`src/rtl/abajur_scheduler_if.sv`:
```
// Pin-side bundle of the lamp scheduler: raw switches and PWM streams in, gated drives out.
interface abajur_scheduler_if;
  logic [9:0] sw;
  logic [2:0] pwm_motor_in;
  logic [3:0] pwm_led_in;
  logic [2:0] pwm_motor;
  logic [3:0] led;
  logic [1:0] motor_active;
  logic [2:0] led_mode;

  modport master (
    output sw, pwm_motor_in, pwm_led_in,
    input  pwm_motor, led, motor_active, led_mode
  );

  modport slave (
    input  sw, pwm_motor_in, pwm_led_in,
    output pwm_motor, led, motor_active, led_mode
  );
endinterface

```
`src/rtl/abajur_scheduler.sv`:
```
// Switch debouncer, round-robin single-motor time slicer with dead time, and LED mode selector.
// All outputs are registered; reset is synchronous and active-high.
module abajur_scheduler #(
  parameter int unsigned DEBOUNCE_CYCLES = 500000,
  parameter int unsigned SLOT_CYCLES     = 50000000,
  parameter int unsigned DEAD_CYCLES     = 1000000,
  parameter int unsigned BLINK_HALF      = 12500000
) (
  input  logic               clk_50MHz,
  input  logic               rst,
  abajur_scheduler_if.slave  io_bus
);

  localparam int unsigned DebW   = (DEBOUNCE_CYCLES > 1) ? $clog2(DEBOUNCE_CYCLES) : 1;
  localparam int unsigned SlotW  = (SLOT_CYCLES > 1) ? $clog2(SLOT_CYCLES) : 1;
  localparam int unsigned DeadW  = (DEAD_CYCLES > 1) ? $clog2(DEAD_CYCLES) : 1;
  localparam int unsigned BlinkW = (BLINK_HALF > 1) ? $clog2(BLINK_HALF) : 1;

  typedef enum logic [1:0] {StIdle, StRun, StDead} state_e;

  logic [9:0]      r_sync1, r_sync2, r_db;
  logic [DebW-1:0] r_deb_cnt [10];

  always_ff @(posedge clk_50MHz) begin
    if (rst) begin
      r_sync1 <= '0;
      r_sync2 <= '0;
      r_db    <= '0;
      for (int k = 0; k < 10; k++) r_deb_cnt[k] <= '0;
    end else begin
      r_sync1 <= io_bus.sw;
      r_sync2 <= r_sync1;
      for (int k = 0; k < 10; k++) begin
        if (r_sync2[k] != r_db[k]) begin
          if (r_deb_cnt[k] == DebW'(DEBOUNCE_CYCLES - 1)) begin
            r_db[k]      <= r_sync2[k];
            r_deb_cnt[k] <= '0;
          end else begin
            r_deb_cnt[k] <= r_deb_cnt[k] + 1'b1;
          end
        end else begin
          r_deb_cnt[k] <= '0;
        end
      end
    end
  end

  // Motor scheduler
  state_e           r_state, w_state_d;
  logic [1:0]       r_gnt, w_gnt_d, r_rr, w_rr_d, w_pick, w_gnt_next;
  logic [SlotW-1:0] r_slot, w_slot_d;
  logic [DeadW-1:0] r_dead, w_dead_d;
  logic [2:0]       r_pwm_motor, w_pwm_motor_d, w_req;
  logic [1:0]       r_motor_active, w_motor_active_d;
  logic             w_all_off, w_req_g, w_other;

  assign w_req      = {r_db[7], r_db[8], r_db[9]};
  assign w_all_off  = (r_db == '0);
  assign w_req_g    = w_req[r_gnt];
  assign w_other    = |(w_req & ~(3'b001 << r_gnt));
  assign w_gnt_next = (r_gnt == 2'd2) ? 2'd0 : r_gnt + 2'd1;

  always_comb begin
    logic [1:0] idx;
    logic       found;
    w_pick = r_rr;
    found  = 1'b0;
    idx    = '0;
    for (int i = 0; i < 3; i++) begin
      idx = 2'((int'(r_rr) + i) % 3);
      if (!found && w_req[idx]) begin
        w_pick = idx;
        found  = 1'b1;
      end
    end
  end

  always_comb begin
    w_state_d        = r_state;
    w_gnt_d          = r_gnt;
    w_rr_d           = r_rr;
    w_slot_d         = r_slot;
    w_dead_d         = r_dead;
    w_pwm_motor_d    = '0;
    w_motor_active_d = '0;
    if (w_all_off) begin
      // rr pointer deliberately survives a full switch-off
      w_state_d = StIdle;
      w_slot_d  = '0;
      w_dead_d  = '0;
    end else begin
      case (r_state)
        StIdle: begin
          if (|w_req) begin
            w_state_d = StRun;
            w_gnt_d   = w_pick;
            w_slot_d  = '0;
          end
        end
        StRun: begin
          if (!w_req_g) begin
            w_state_d = StDead;
            w_dead_d  = '0;
            w_rr_d    = w_gnt_next;
          end else begin
            w_pwm_motor_d    = io_bus.pwm_motor_in & (3'b001 << r_gnt);
            w_motor_active_d = r_gnt + 2'd1;
            if (r_slot == SlotW'(SLOT_CYCLES - 1)) begin
              w_slot_d = '0;
              if (w_other) begin
                w_state_d = StDead;
                w_dead_d  = '0;
                w_rr_d    = w_gnt_next;
              end
            end else begin
              w_slot_d = r_slot + 1'b1;
            end
          end
        end
        StDead: begin
          if (r_dead == DeadW'(DEAD_CYCLES - 1)) begin
            w_state_d = StIdle;
            w_dead_d  = '0;
          end else begin
            w_dead_d = r_dead + 1'b1;
          end
        end
        default: w_state_d = StIdle;
      endcase
    end
  end

  // LED mode priority: pwm > blink > all-on > individual > off
  logic [BlinkW-1:0] r_blink, w_blink_d;
  logic              r_phase, w_phase_d;
  logic [3:0]        r_led, w_led_d;
  logic [2:0]        r_led_mode, w_led_mode_d;

  always_comb begin
    w_led_d      = '0;
    w_led_mode_d = 3'd0;
    w_blink_d    = '0;
    w_phase_d    = 1'b0;
    if (r_db[0]) begin
      w_led_mode_d = 3'd4;
      w_led_d      = io_bus.pwm_led_in;
    end else if (r_db[1]) begin
      w_led_mode_d = 3'd3;
      w_led_d      = {4{r_phase}};
      if (r_blink == BlinkW'(BLINK_HALF - 1)) begin
        w_blink_d = '0;
        w_phase_d = ~r_phase;
      end else begin
        w_blink_d = r_blink + 1'b1;
        w_phase_d = r_phase;
      end
    end else if (r_db[2]) begin
      w_led_mode_d = 3'd2;
      w_led_d      = 4'hF;
    end else if (|r_db[6:3]) begin
      w_led_mode_d = 3'd1;
      w_led_d      = {r_db[3], r_db[4], r_db[5], r_db[6]};
    end
  end

  always_ff @(posedge clk_50MHz) begin
    if (rst) begin
      r_state        <= StIdle;
      r_gnt          <= '0;
      r_rr           <= '0;
      r_slot         <= '0;
      r_dead         <= '0;
      r_pwm_motor    <= '0;
      r_motor_active <= '0;
      r_blink        <= '0;
      r_phase        <= 1'b0;
      r_led          <= '0;
      r_led_mode     <= '0;
    end else begin
      r_state        <= w_state_d;
      r_gnt          <= w_gnt_d;
      r_rr           <= w_rr_d;
      r_slot         <= w_slot_d;
      r_dead         <= w_dead_d;
      r_pwm_motor    <= w_pwm_motor_d;
      r_motor_active <= w_motor_active_d;
      r_blink        <= w_blink_d;
      r_phase        <= w_phase_d;
      r_led          <= w_led_d;
      r_led_mode     <= w_led_mode_d;
    end
  end

  assign io_bus.pwm_motor    = r_pwm_motor;
  assign io_bus.motor_active = r_motor_active;
  assign io_bus.led          = r_led;
  assign io_bus.led_mode     = r_led_mode;

endmodule
```
`src/flat_wrapper.sv`:
```
// flat-port wrapper written by rule: the top's interface ports become plain ports
module abajur_scheduler_flat 
#(
  parameter int unsigned DEBOUNCE_CYCLES = 500000,
  parameter int unsigned SLOT_CYCLES     = 50000000,
  parameter int unsigned DEAD_CYCLES     = 1000000,
  parameter int unsigned BLINK_HALF      = 12500000
)
  (clk_50MHz, rst, io_bus_sw, io_bus_pwm_motor_in, io_bus_pwm_led_in, io_bus_pwm_motor, io_bus_led, io_bus_motor_active, io_bus_led_mode);
  abajur_scheduler_if io_bus_i ();
  input  logic clk_50MHz;
  input  logic rst;
  input wire logic [$bits(io_bus_i.sw)-1:0] io_bus_sw;
  input wire logic [$bits(io_bus_i.pwm_motor_in)-1:0] io_bus_pwm_motor_in;
  input wire logic [$bits(io_bus_i.pwm_led_in)-1:0] io_bus_pwm_led_in;
  output wire logic [$bits(io_bus_i.pwm_motor)-1:0] io_bus_pwm_motor;
  output wire logic [$bits(io_bus_i.led)-1:0] io_bus_led;
  output wire logic [$bits(io_bus_i.motor_active)-1:0] io_bus_motor_active;
  output wire logic [$bits(io_bus_i.led_mode)-1:0] io_bus_led_mode;
  assign io_bus_i.sw = io_bus_sw;
  assign io_bus_i.pwm_motor_in = io_bus_pwm_motor_in;
  assign io_bus_i.pwm_led_in = io_bus_pwm_led_in;
  assign io_bus_pwm_motor = io_bus_i.pwm_motor;
  assign io_bus_led = io_bus_i.led;
  assign io_bus_motor_active = io_bus_i.motor_active;
  assign io_bus_led_mode = io_bus_i.led_mode;
  abajur_scheduler #(.DEBOUNCE_CYCLES(DEBOUNCE_CYCLES), .SLOT_CYCLES(SLOT_CYCLES), .DEAD_CYCLES(DEAD_CYCLES), .BLINK_HALF(BLINK_HALF)) u_core (.clk_50MHz(clk_50MHz), .rst(rst), .io_bus(io_bus_i));
endmodule
```
`config.mk`:
```
export PLATFORM = sky130hd
export DESIGN_NAME = abajur_scheduler_flat
export DESIGN_NICKNAME = d
export VERILOG_FILES = /design/src/rtl/abajur_scheduler_if.sv /design/src/rtl/abajur_scheduler.sv /design/src/flat_wrapper.sv
export SDC_FILE = /design/constraint.sdc
export NUM_CORES = 1
export LEC_CHECK = 0
export CAP_MARGIN = 20
export CORE_ASPECT_RATIO = 0.75
export CORE_MARGIN = 8
export CORE_UTILIZATION = 33
export CTS_BUF_LIST = sky130_fd_sc_hd__clkbuf_4 sky130_fd_sc_hd__clkbuf_8 sky130_fd_sc_hd__clkbuf_16
export DETAILED_ROUTE_END_ITERATION = 8
export PLACE_DENSITY_LB_ADDON = 0.25
export RECOVER_POWER = 25
export SLEW_MARGIN = 20
export SYNTH_ARGS = -nofsm -noshare
export SYNTH_HDL_FRONTEND = slang
export SYNTH_SLANG_ARGS = --single-unit
```
`constraint.sdc`:
```
create_clock -name clk_50MHz -period 4.5 [get_ports clk_50MHz]
set_input_delay 0.45 -clock clk_50MHz [delete_from_list [all_inputs] [get_ports clk_50MHz]]
set_output_delay 0.45 -clock clk_50MHz [all_outputs]
set_load 0.02 [all_outputs]
```
Yosys cells after proc, flatten, opt, wreduce, memory -nomap -nowiden
Memories as Yosys holds them, arrays and structs flattened.
Cells that the tools add are included.
- memories: 1
- RAM bits: 190
- register bits: 119
- logic and storage cells: 333
- output and inout bits: 12
- bits of input ports: 19
- memories (memory ; words ; width ; rd ports ; clocked after Yosys merged registers in ; wr ports ; line ; text):
    u_core.r_deb_cnt ; 10 ; 19 ; 10 ; 0 ; 10 ; abajur_scheduler.sv:22 ; logic [DebW-1:0] r_deb_cnt [10];
- multiplexer cells: 182
- equality and inequality tests: 33
- reduce and logical (&&, ||, !) cells: 31
- div/mod/pow operators: 3
- add/subtract/negate cells: 16
- bitwise gates (word level): 38
- magnitude comparators: 4
- shift-type cells: 1
- operators by type and width (cell ; count):
    19-bit 2-to-1 mux ; 30
    19-bit by 1-bit adder with 19-bit output, second input constant ; 10
    19-bit equality test, second input constant ; 10
    1-bit 2-to-1 mux ; 119
    20-bit 2-to-1 mux ; 4
    26-bit 2-to-1 mux ; 3
    32-bit by 3-bit modulo with 32-bit output, second input constant ; 2
    26-bit one-hot mux with 2 select lines ; 1
    20-bit one-hot mux with 2 select lines ; 1
    3-bit by 3-bit modulo with 32-bit output, second input constant ; 1
    1-bit OR ; 30
    26-bit by 1-bit adder with 26-bit output, second input constant ; 1
    26-bit equality test, second input constant ; 1
    24-bit by 1-bit adder with 24-bit output, second input constant ; 1
    24-bit equality test, second input constant ; 1
    2-bit 2-to-1 mux ; 12
    20-bit by 1-bit adder with 20-bit output, second input constant ; 1
    20-bit equality test, second input constant ; 1
    2-bit AND reduction ; 10
    4-bit 2-to-1 mux ; 4
    2-bit by 3-bit < comparator with 1-bit output, second input constant ; 4
    4-bit OR reduction ; 3
    10-bit logical NOT ; 1
    1-bit != test ; 10
    23 further kinds ; 47

Longest topological paths before layout
Gate-level depths: netlist of the first run.
- depth after elaboration: 10
- mapped depth: 9

Least setup slack after synthesis of the first run
OpenSTA, ideal clock, no wires.
- path kind: register to register
- from: register u_core.r_state[0]
- to: register u_core.r_slot[25]
- cell stages (with the launch flop): 9
- path slack: 2035 ps
- arrival: 2395 ps
- library setup time: 71 ps
- path buffers: 1
- path through: dfxtp_1 > inv_1 > ha_1 > nor4b_1 > or4_1 > clkbuf_1 > or3_1 > or4_1 > a21oi_1
- longest elaborated chain between the ends: 3
- ends and longest elaborated chain (element ; line ; text):
    start, declared ; abajur_scheduler.sv:49 ; state_e r_state, w_state_d;
    start signal, assigned ; abajur_scheduler.sv:168 ; r_state <= StIdle;
    start signal, assigned ; abajur_scheduler.sv:180 ; r_state <= w_state_d;
    2-bit by 1-bit equality test with 1-bit output / 2-bit logical NOT (equally long branches) ; abajur_scheduler.sv:92 ; case (r_state)
    2-bit by 1-bit != test with 1-bit output (no line) / 2-bit nonzero test (equally long branches) ; -- ;
    3-bit AND reduction (no line) ; -- ;
    end signal, assigned ; abajur_scheduler.sv:183 ; r_slot <= w_slot_d;
    end, declared ; abajur_scheduler.sv:51 ; logic [SlotW-1:0] r_slot, w_slot_d;
Several ways; a longest one is shown, not always the timed one.
A chain may end at the register's enable or synchronous reset.

Worst setup path in the final report of the first run
- from: input port rst
- to: register u_core.r_slot[24]
- longest elaborated chain between the ends: 1
- ends and longest elaborated chain (element ; line ; text):
    start, declared ; flat_wrapper.sv:12 ; input logic rst;
    2-bit OR reduction (no line) ; -- ;
No other way between the ends.

==> run metrics, run 1 <==
outcome=finished, violations left; failing checks=capacitance limit, slew limit; CTS tree=yes; number of global-route vias before repair=roughly 11k; period utilization=72.2%; htree depth=2; Worst-path clk slew=0.06 ns; Vias=11.6k; Final Wtd Congestion=0.839; first-pass GRT wire length=53700 µm; Post-synth EDFFs=190; Tmin final=3.25 ns; setup repair after global routing missed its margin=no; DR pass1 iterations=8; initial antenna violation count=0; commonest non-fill, non-tap cell in the layout=nor2_1; CTS Buffer Depth=3; CTS Hold Bufs=0; final WL=31400 µm; dominant synthesized flop cell=edfxtp_1; Hold Violations, Final=0; Die Span X=268 µm; crit-path max FO=50; Total GRT Usage=11.6%; fmax=308 MHz; Synth cell types=55; final worst slack=1.25 ns; Setup crit end kind=flop; startpoint class of the critical path=input port; DRT iter0 DRCs=between 900 and 1k; initial core utilization=33.3%; total congestion overflow=0; drt via density=4.66; largest net degree at the start of global routing=51; antenna violation net count after detailed routing=0; max_cap viols=1; later-pin clock latency in the skew report=0.52 ns; number of port buffers=30; Data arrival, critical path=roughly 3.6 ns; FFs w/ async S/R, synth=0%; VDD IR max=0.212 mV; WL/cell=~13 µm; register area share after synthesis=51.5%; Post-CTS Setup Inserts=0; Die Area=about 55000 µm²; Syn-to-layout area delta=17.7%; Post-Syn Instances=1607; #FFs+latches synth=309; Slew Limit Fails=51; Rows=between 60 and 70; Setup Skew=~0.0076 ns; Vert. Die Dim=205 µm; drt drc=0; P per Cell Area=334 nW/µm²; core area=47100 µm²; Ys Warns=0; CP Data Required Time=4.89 ns; Hold WC Path Type=reg2reg; cts repair resizes=0; NumNets Final=around 1.9k; post-layout util=between 30% and 40%; # IOs=31; share of cells above drive strength 1=3.91%; diode count=0; total leakage power=0.00616 µW; pre-CTS WS=1.62 ns; Max-slew headroom=-60.7%; clock root cell=clkbuf_16; synthesized area=15700 µm²; Post-DP HPWL=22000 µm; commonest cells after routing, fill and taps aside=nor2_1 (312), edfxtp_1 (190), conb_1 (190); CTS sink cnt=309; critical path type=in2reg; setup tns final=0 ns; Setup-failing EPs final=0; Post-Syn Area per Cell=about 9.8 µm²; CTS buffer count=35; Slew @ Worst Pin=around 2.4 ns
where the power goes:
group          total (µW)  switching (µW)  leakage [µW]  internal, µW
Sequential           3170            82.7       0.00292          3090
Clock                2830            1130      0.000574          1700
Combinational         177            98.4       0.00267          78.3
worst paths after layout:
kind / from / endpoint / slack (ns) / cells after the start
worst min register to register: u_core.r_sync1[9]$_SDFF_PP0_ / u_core.r_sync2[9]$_SDFF_PP0_ / 0.44 / 1
worst max-delay path: rst / u_core.r_slot[24]$_SDFFE_PP0P_ / 1.25 / 7
worst max register to register: u_core.r_db[1]$_SDFFE_PP0N_ / u_core.r_dead[12]$_SDFFE_PP0P_ / 1.39 / 6
worst min-delay path: u_core.r_sync1[9]$_SDFF_PP0_ / u_core.r_sync2[9]$_SDFF_PP0_ / 0.44 / 1
Yosys cell counts, drive strengths merged, types with 7 or more instances:
library cell	count	area [µm²]
nor2	312	1170
edfxtp	190	5710
xnor2	127	1110
dfxtp	119	2380
nand2	100	375
nand3	99	495
xor2	93	815
nand4	69	432
inv	57	214
clkbuf	47	176
nor3	43	215
nor4	34	213
a21oi	30	150
and4	29	254
and3	28	175
nor2b	24	150
ha	23	288
or3	19	119
mux2i	18	180
nor4b	17	149
o21ai	13	65.1
o22ai	13	81.3
nand2b	12	75.1
or4	12	93.8
and2	8	50.1
buf	7	31.3
stage by stage:
stage / std cells / cell area [µm²] / hold slack [ns] / total power [µW]
2_1_floorplan: 1796 / 16400 / 0.414 / 3340
3_3_place_gp: 2417 / 17300 / 0.421 / 3400
3_5_place_dp: 2417 / 17300 / 0.421 / 3400
4_1_cts: 2480 / 18500 / 0.400 / 6280
5_1_grt: 2480 / 18500 / 0.459 / 6430
6_report: 2480 / 18500 / 0.436 / 6180
worst max-delay path, stage by stage:
cell	delay, ns
clkbuf_1	0.14
clkbuf_1	1.73
a21oi_1	0.06
buf_4	0.33
o21ai_1	0.50
buf_4	0.33
a21oi_1	0.06
area by class of cell:
type | instances | area [µm²]
multi-input combinational | 1376 | 7900
tap | 639 | 800
inverter | 57 | 214
timing repair buffer | 36 | 332
sequential | 309 | 8090
clock inverter | 12 | 80.1
clock buffer | 51 | 1060
fill | 4808 | 28700
state kept, by name (all words and copies together) (netlist names), 3 cells and up:
name                     flops
u_core.io_bus.led            4
u_core.r_slot               26
u_core.r_sync2              10
u_core.io_bus.led_mode       3
u_core.r_blink              24
u_core.r_sync1              10
u_core.r_deb_cnt           190
u_core.r_dead               20
u_core.io_bus.pwm_motor      3
u_core.r_db                 10
layer usage:
layer | up-vias | wire (µm) | track usage (%)
met5 | - | 0 | 0
met4 | 0 | 742 | 3.69
met3 | 50 | 1260 | 2.09
met2 | 182 | 13000 | 17.1
met1 | 5395 | 16400 | 16.9
li1 | 5933 | - | -
cell families after synthesis:
| group | synth area share [%] |
|---|---|
| fa+ha+maj | 1.83 |
| simple gates | 26.5 |
| buf+inv | 2.69 |
| xor+xnor | 12.3 |
| flops | 51.5 |
| mux | 1.15 |
| other cells | 0.0239 |
| compound gates | 3.96 |
Note: power is estimated with default switching activity, not from simulation.
==> run 2: changes to the inputs <==
Clock period 4.5 ns to 3 ns, I/O delays scaled along.
==> run metrics, run 2 (synthesized netlist as in run 1, its figures left out) <==
largest net degree at the start of global routing=33; setup repair after global routing missed its margin=no; CP Data Required Time=about 3.4 ns; CTS buffer count=34; Hold Violations, Final=0; final WL=between 30000 and 40000 µm; largest register by flop count=u_core.r_deb_cnt; Multi-input gate area=7910 µm²; Tmin final=2.57 ns; number of global-route vias before repair=10.9k; fmax=slightly below 400 MHz; commonest cells after routing, fill and taps aside=nor2_1 (312), edfxtp_1 (190), conb_1 (190); Top Registers=u_core.r_deb_cnt x190, u_core.r_slot x26, u_core.r_blink x24; total power=roughly 9400 µW; smallest hold slack=0.351 ns; P per Cell Area=504 nW/µm²; diode count=0; share of cells above drive strength 1=4.70%; max FFs per register=190; Hold WC Path Type=in2reg; Max-slew headroom=-14.8%; Data arrival, critical path=between 3 and 4 ns; setup tns final=0 ns; Setup-failing EPs final=0; period utilization=85.6%; Fillers=4743; core area=47100 µm²; drt via density=4.64; NumNets Final=roughly 1.9k; Post-CTS Setup Inserts=0; initial antenna violation count=2; first-pass GRT wire length=~53000 µm; Worst-path clk slew=0.06 ns; commonest non-fill, non-tap cell in the layout=nor2_1; Total GRT Usage=~12%; CTS sink cnt=between 300 and 400; drt drc=0; total leakage power=0.00626 µW; cts repair resizes=0; total congestion overflow=0; Setup crit end kind=flop; post-layout util=39.5%; failing checks=capacitance limit, slew limit; number of port buffers=30; Die Area=54900 µm²; Syn-to-layout area delta=18.6%; Die Span X=268 µm; VDD IR max=0.271 mV; CTS tree=yes; DR pass1 iterations=5; startpoint class of the critical path=flop; CTS Buffer Depth=3; WL/cell=about 13 µm; Vias=11.6k; Post-DP HPWL=22200 µm; Final Wtd Congestion=0.820; Setup Skew=0.0199 ns; later-pin clock latency in the skew report=0.52 ns; # IOs=31; outcome=finished, violations left; antenna violation net count after detailed routing=0; Rows=69; crit-path max FO=12; critical path type=reg2reg; DRT iter0 DRCs=848; max_cap viols=1; Slew @ Worst Pin=1.72 ns; initial core utilization=33.3%; Vert. Die Dim=about 200 µm; Slew Limit Fails=33; htree depth=2; clock root cell=clkbuf_16; FF/Latch Area=just over 8000 µm²; CTS Hold Bufs=0
-- run 2: critical path, stage by stage (launching register included) --
cell and delay, ns:
dfxtp_1 0.36, inv_1 0.08, ha_1 0.26, nor4b_4 0.20, or4_1 0.55, or3_1 0.39, or4_1 0.49, a21oi_1 0.15
-- run 2: worst paths after layout --
path	start	to	slack, ns	depth (start not counted)
max	u_core.r_state[0]$_SDFFE_PP0P_	u_core.r_slot[25]$_SDFFE_PP0P_	0.43	7
min	io_bus_sw[6]	u_core.r_sync1[6]$_SDFF_PP0_	0.35	2
max reg2reg	u_core.r_state[0]$_SDFFE_PP0P_	u_core.r_slot[25]$_SDFFE_PP0P_	0.43	7
min reg2reg	u_core.r_sync1[1]$_SDFF_PP0_	u_core.r_sync2[1]$_SDFF_PP0_	0.44	1
-- run 2: stage by stage --
| step | cells | setup slack (ns) | instance area [µm²] |
|---|---|---|---|
| final | 2491 | 0.431 | 18600 |
| after global routing | 2491 | 0.193 | 18600 |
| after CTS | 2491 | 0.389 | 18600 |
| after detailed placement | 2429 | 0.443 | 17400 |
| after global placement | 2429 | 0.456 | 17400 |
| after floorplan | 1796 | 0.535 | 16400 |
-- run 2: final cells by class --
type	count	share of cell area [%]
Inverter	57	1.15
Timing Repair Buffer	48	2.27
Sequential cell	309	43.5
Clock buffer	51	5.67
Tap cell	639	4.30
Clock inverter	11	0.686
Multi-Input combinational cell	1376	42.5
-- run 2: power by group --
group / internal, µW / total [µW] / switching (µW)
combinational: 116 / 262 / 146
sequential: 4630 / 4750 / 124
clock: 2700 / 4370 / 1670
total: 7440 / 9390 / 1940
-- run 2: per-layer routing --
metal	GRT usage, %	routed length, µm	vias up
li1	-	-	5953
met1	16.8	16400	5382
met2	16.9	12900	172
met3	2.36	1340	51
met4	3.45	744	2
met5	0	8	-
==> run 3: changes to the inputs <==
Settings changed: SLEW_MARGIN 20 to 40.
==> run metrics, run 3 (synthesized netlist as in run 1, its figures left out) <==
commonest cells after routing, fill and taps aside=nor2_1 (312), edfxtp_1 (190), conb_1 (190); Slew @ Worst Pin=1.66 ns; R2R Setup Slk=between 0.4 and 0.5 ns; P per Cell Area=503 nW/µm²; Worst Hold Endpoint=u_core.r_sync1[6]$_SDFF_PP0_; hold path cells=2; CTS sink cnt=309; Post-CTS Setup Inserts=0; FF-to-FF End=u_core.r_slot[25]$_SDFFE_PP0P_; Data arrival, critical path=around 3.0 ns; M3 GR Usage=2.09%; period utilization=84.6%; cts repair resizes=0; fmax=roughly 390 MHz; Worst-path clk slew=0.06 ns; Total GRT Usage=11.5%; total congestion overflow=0; Vert. Die Dim=between 200 and 250 µm; Slew Limit Fails=33; WL/cell=12.5 µm; critical path type=reg2reg; initial antenna violation count=0; GRT met2 Usage=17.4%; CP top delay family=simple AND/OR/NAND/NOR gates; largest register by flop count=u_core.r_deb_cnt; Hold WC Path Type=in2reg; core area=approximately 47000 µm²; GR Util met1=16.6%; CP max stage cell=or4_1; grt peak-use layer=met2; Critical R2R Launch=u_core.r_state[0]$_SDFFE_PP0P_; later-pin clock latency in the skew report=0.52 ns; Die Span X=268 µm; CTS Buffer Depth=3; share of cells above drive strength 1=under 10%; largest net degree at the start of global routing=33; first-pass GRT wire length=53300 µm; Crit. path cell count=7; commonest non-fill, non-tap cell in the layout=nor2_1; NumNets Final=1869; Top Registers=u_core.r_deb_cnt x190, u_core.r_slot x26, u_core.r_blink x24; setup repair after global routing missed its margin=no; Max-slew headroom=-10.5%; CP Data Required Time=3.44 ns; outcome=finished, violations left; antenna violation net count after detailed routing=0; startpoint class of the critical path=flop; HP Start=io_bus_sw[6]; Max stage delay on crit path=0.54 ns; crit-path max FO=12; Setup crit end kind=flop; number of global-route vias before repair=11.0k; max_cap viols=1; Hold Violations, Final=0; Setup Skew=approximately 0.027 ns; Syn-to-layout area delta=18.7%; crit-path most repeated cell=or4_1; DRT iter0 DRCs=800; Post-DP HPWL=22100 µm; initial core utilization=~33%; CTS buffer count=35; Final Wtd Congestion=just over 0.8; CTS Hold Bufs=0; VDD IR max=0.321 mV; failing checks=capacitance limit, slew limit; Die Area=54900 µm²; htree depth=2; Setup-failing EPs final=0; drt drc=0; # IOs=31; CTS tree=yes; Vias=11.5k; Rows=69; ordered list of cells on the worst path=inv_1, ha_1, nor4b_4, or4_1, or3_1, or4_1, a21oi_1; Tmin final=2.54 ns; final WL=~31000 µm; DR pass1 iterations=5; number of port buffers=30; drt via density=4.61; max FFs per register=between 150 and 200; post-layout util=39.5%; clock root cell=clkbuf_16; total leakage power=roughly 0.0063 µW; setup tns final=0 ns; worst path bufs/invs=1; Worst R2R Path Depth=7
==> run 3: final cells by class <==
cell class,count,area (µm²)
Inverter,57,214
Antenna cell,1,2.50
Timing Repair Buffer,48,418
Fill cell,4729,28500
Clock inverter,11,110
Tap cell,639,800
Clock buffer,52,1070
Sequential cell,309,8090
Multi-Input combinational cell,1376,7910
==> run 3: worst max-delay path by stage <==
stage | end | from
after CTS | u_core.r_slot[25]$_SDFFE_PP0P_ | u_core.r_state[0]$_SDFFE_PP0P_
after global placement | u_core.r_slot[25]$_SDFFE_PP0P_ | u_core.r_state[0]$_SDFFE_PP0P_
final | u_core.r_slot[25]$_SDFFE_PP0P_ | u_core.r_state[0]$_SDFFE_PP0P_
after global routing | u_core.r_blink[7]$_SDFF_PP0_ | rst
after floorplan | u_core.r_slot[25]$_SDFFE_PP0P_ | u_core.r_state[0]$_SDFFE_PP0P_
after detailed placement | u_core.r_slot[25]$_SDFFE_PP0P_ | u_core.r_state[0]$_SDFFE_PP0P_
==> run 3: worst register-to-register path: stages, from the launching register on <==
cell and delay, ns:
dfxtp_1 0.36, inv_1 0.07, ha_1 0.27, nor4b_4 0.21, or4_1 0.55, or3_1 0.39
or4_1 0.49, a21oi_1 0.14
==> run 3: per-layer routing <==
layer / routed length [µm] / share of wire, %
met4: 678 / 2.2
met2: 13100 / 42
met1: 16300 / 52
met3: 1140 / 3.6
met5: 0 / 0
==> run 3: report_power, final <==
group / leakage, µW / total [µW] / internal (µW) / switching [µW]
combinational: 0.00273 / 264 / 117 / 147
clock: 0.000600 / 4350 / 2660 / 1690
sequential: 0.00292 / 4750 / 4630 / 125
==> run 3: stage by stage <==
stage          total power (µW)  setup slack (ns)  instances  cell area, µm²  hold slack, ns
5_1_grt                    9760             0.203       2492           18600           0.347
2_1_floorplan              5010             0.535       1796           16400           0.414
3_3_place_gp               5100             0.456       2429           17400           0.425
3_5_place_dp               5100             0.486       2429           17400           0.425
6_report                   9370             0.463       2493           18600           0.354
4_1_cts                    9540             0.474       2492           18600           0.263
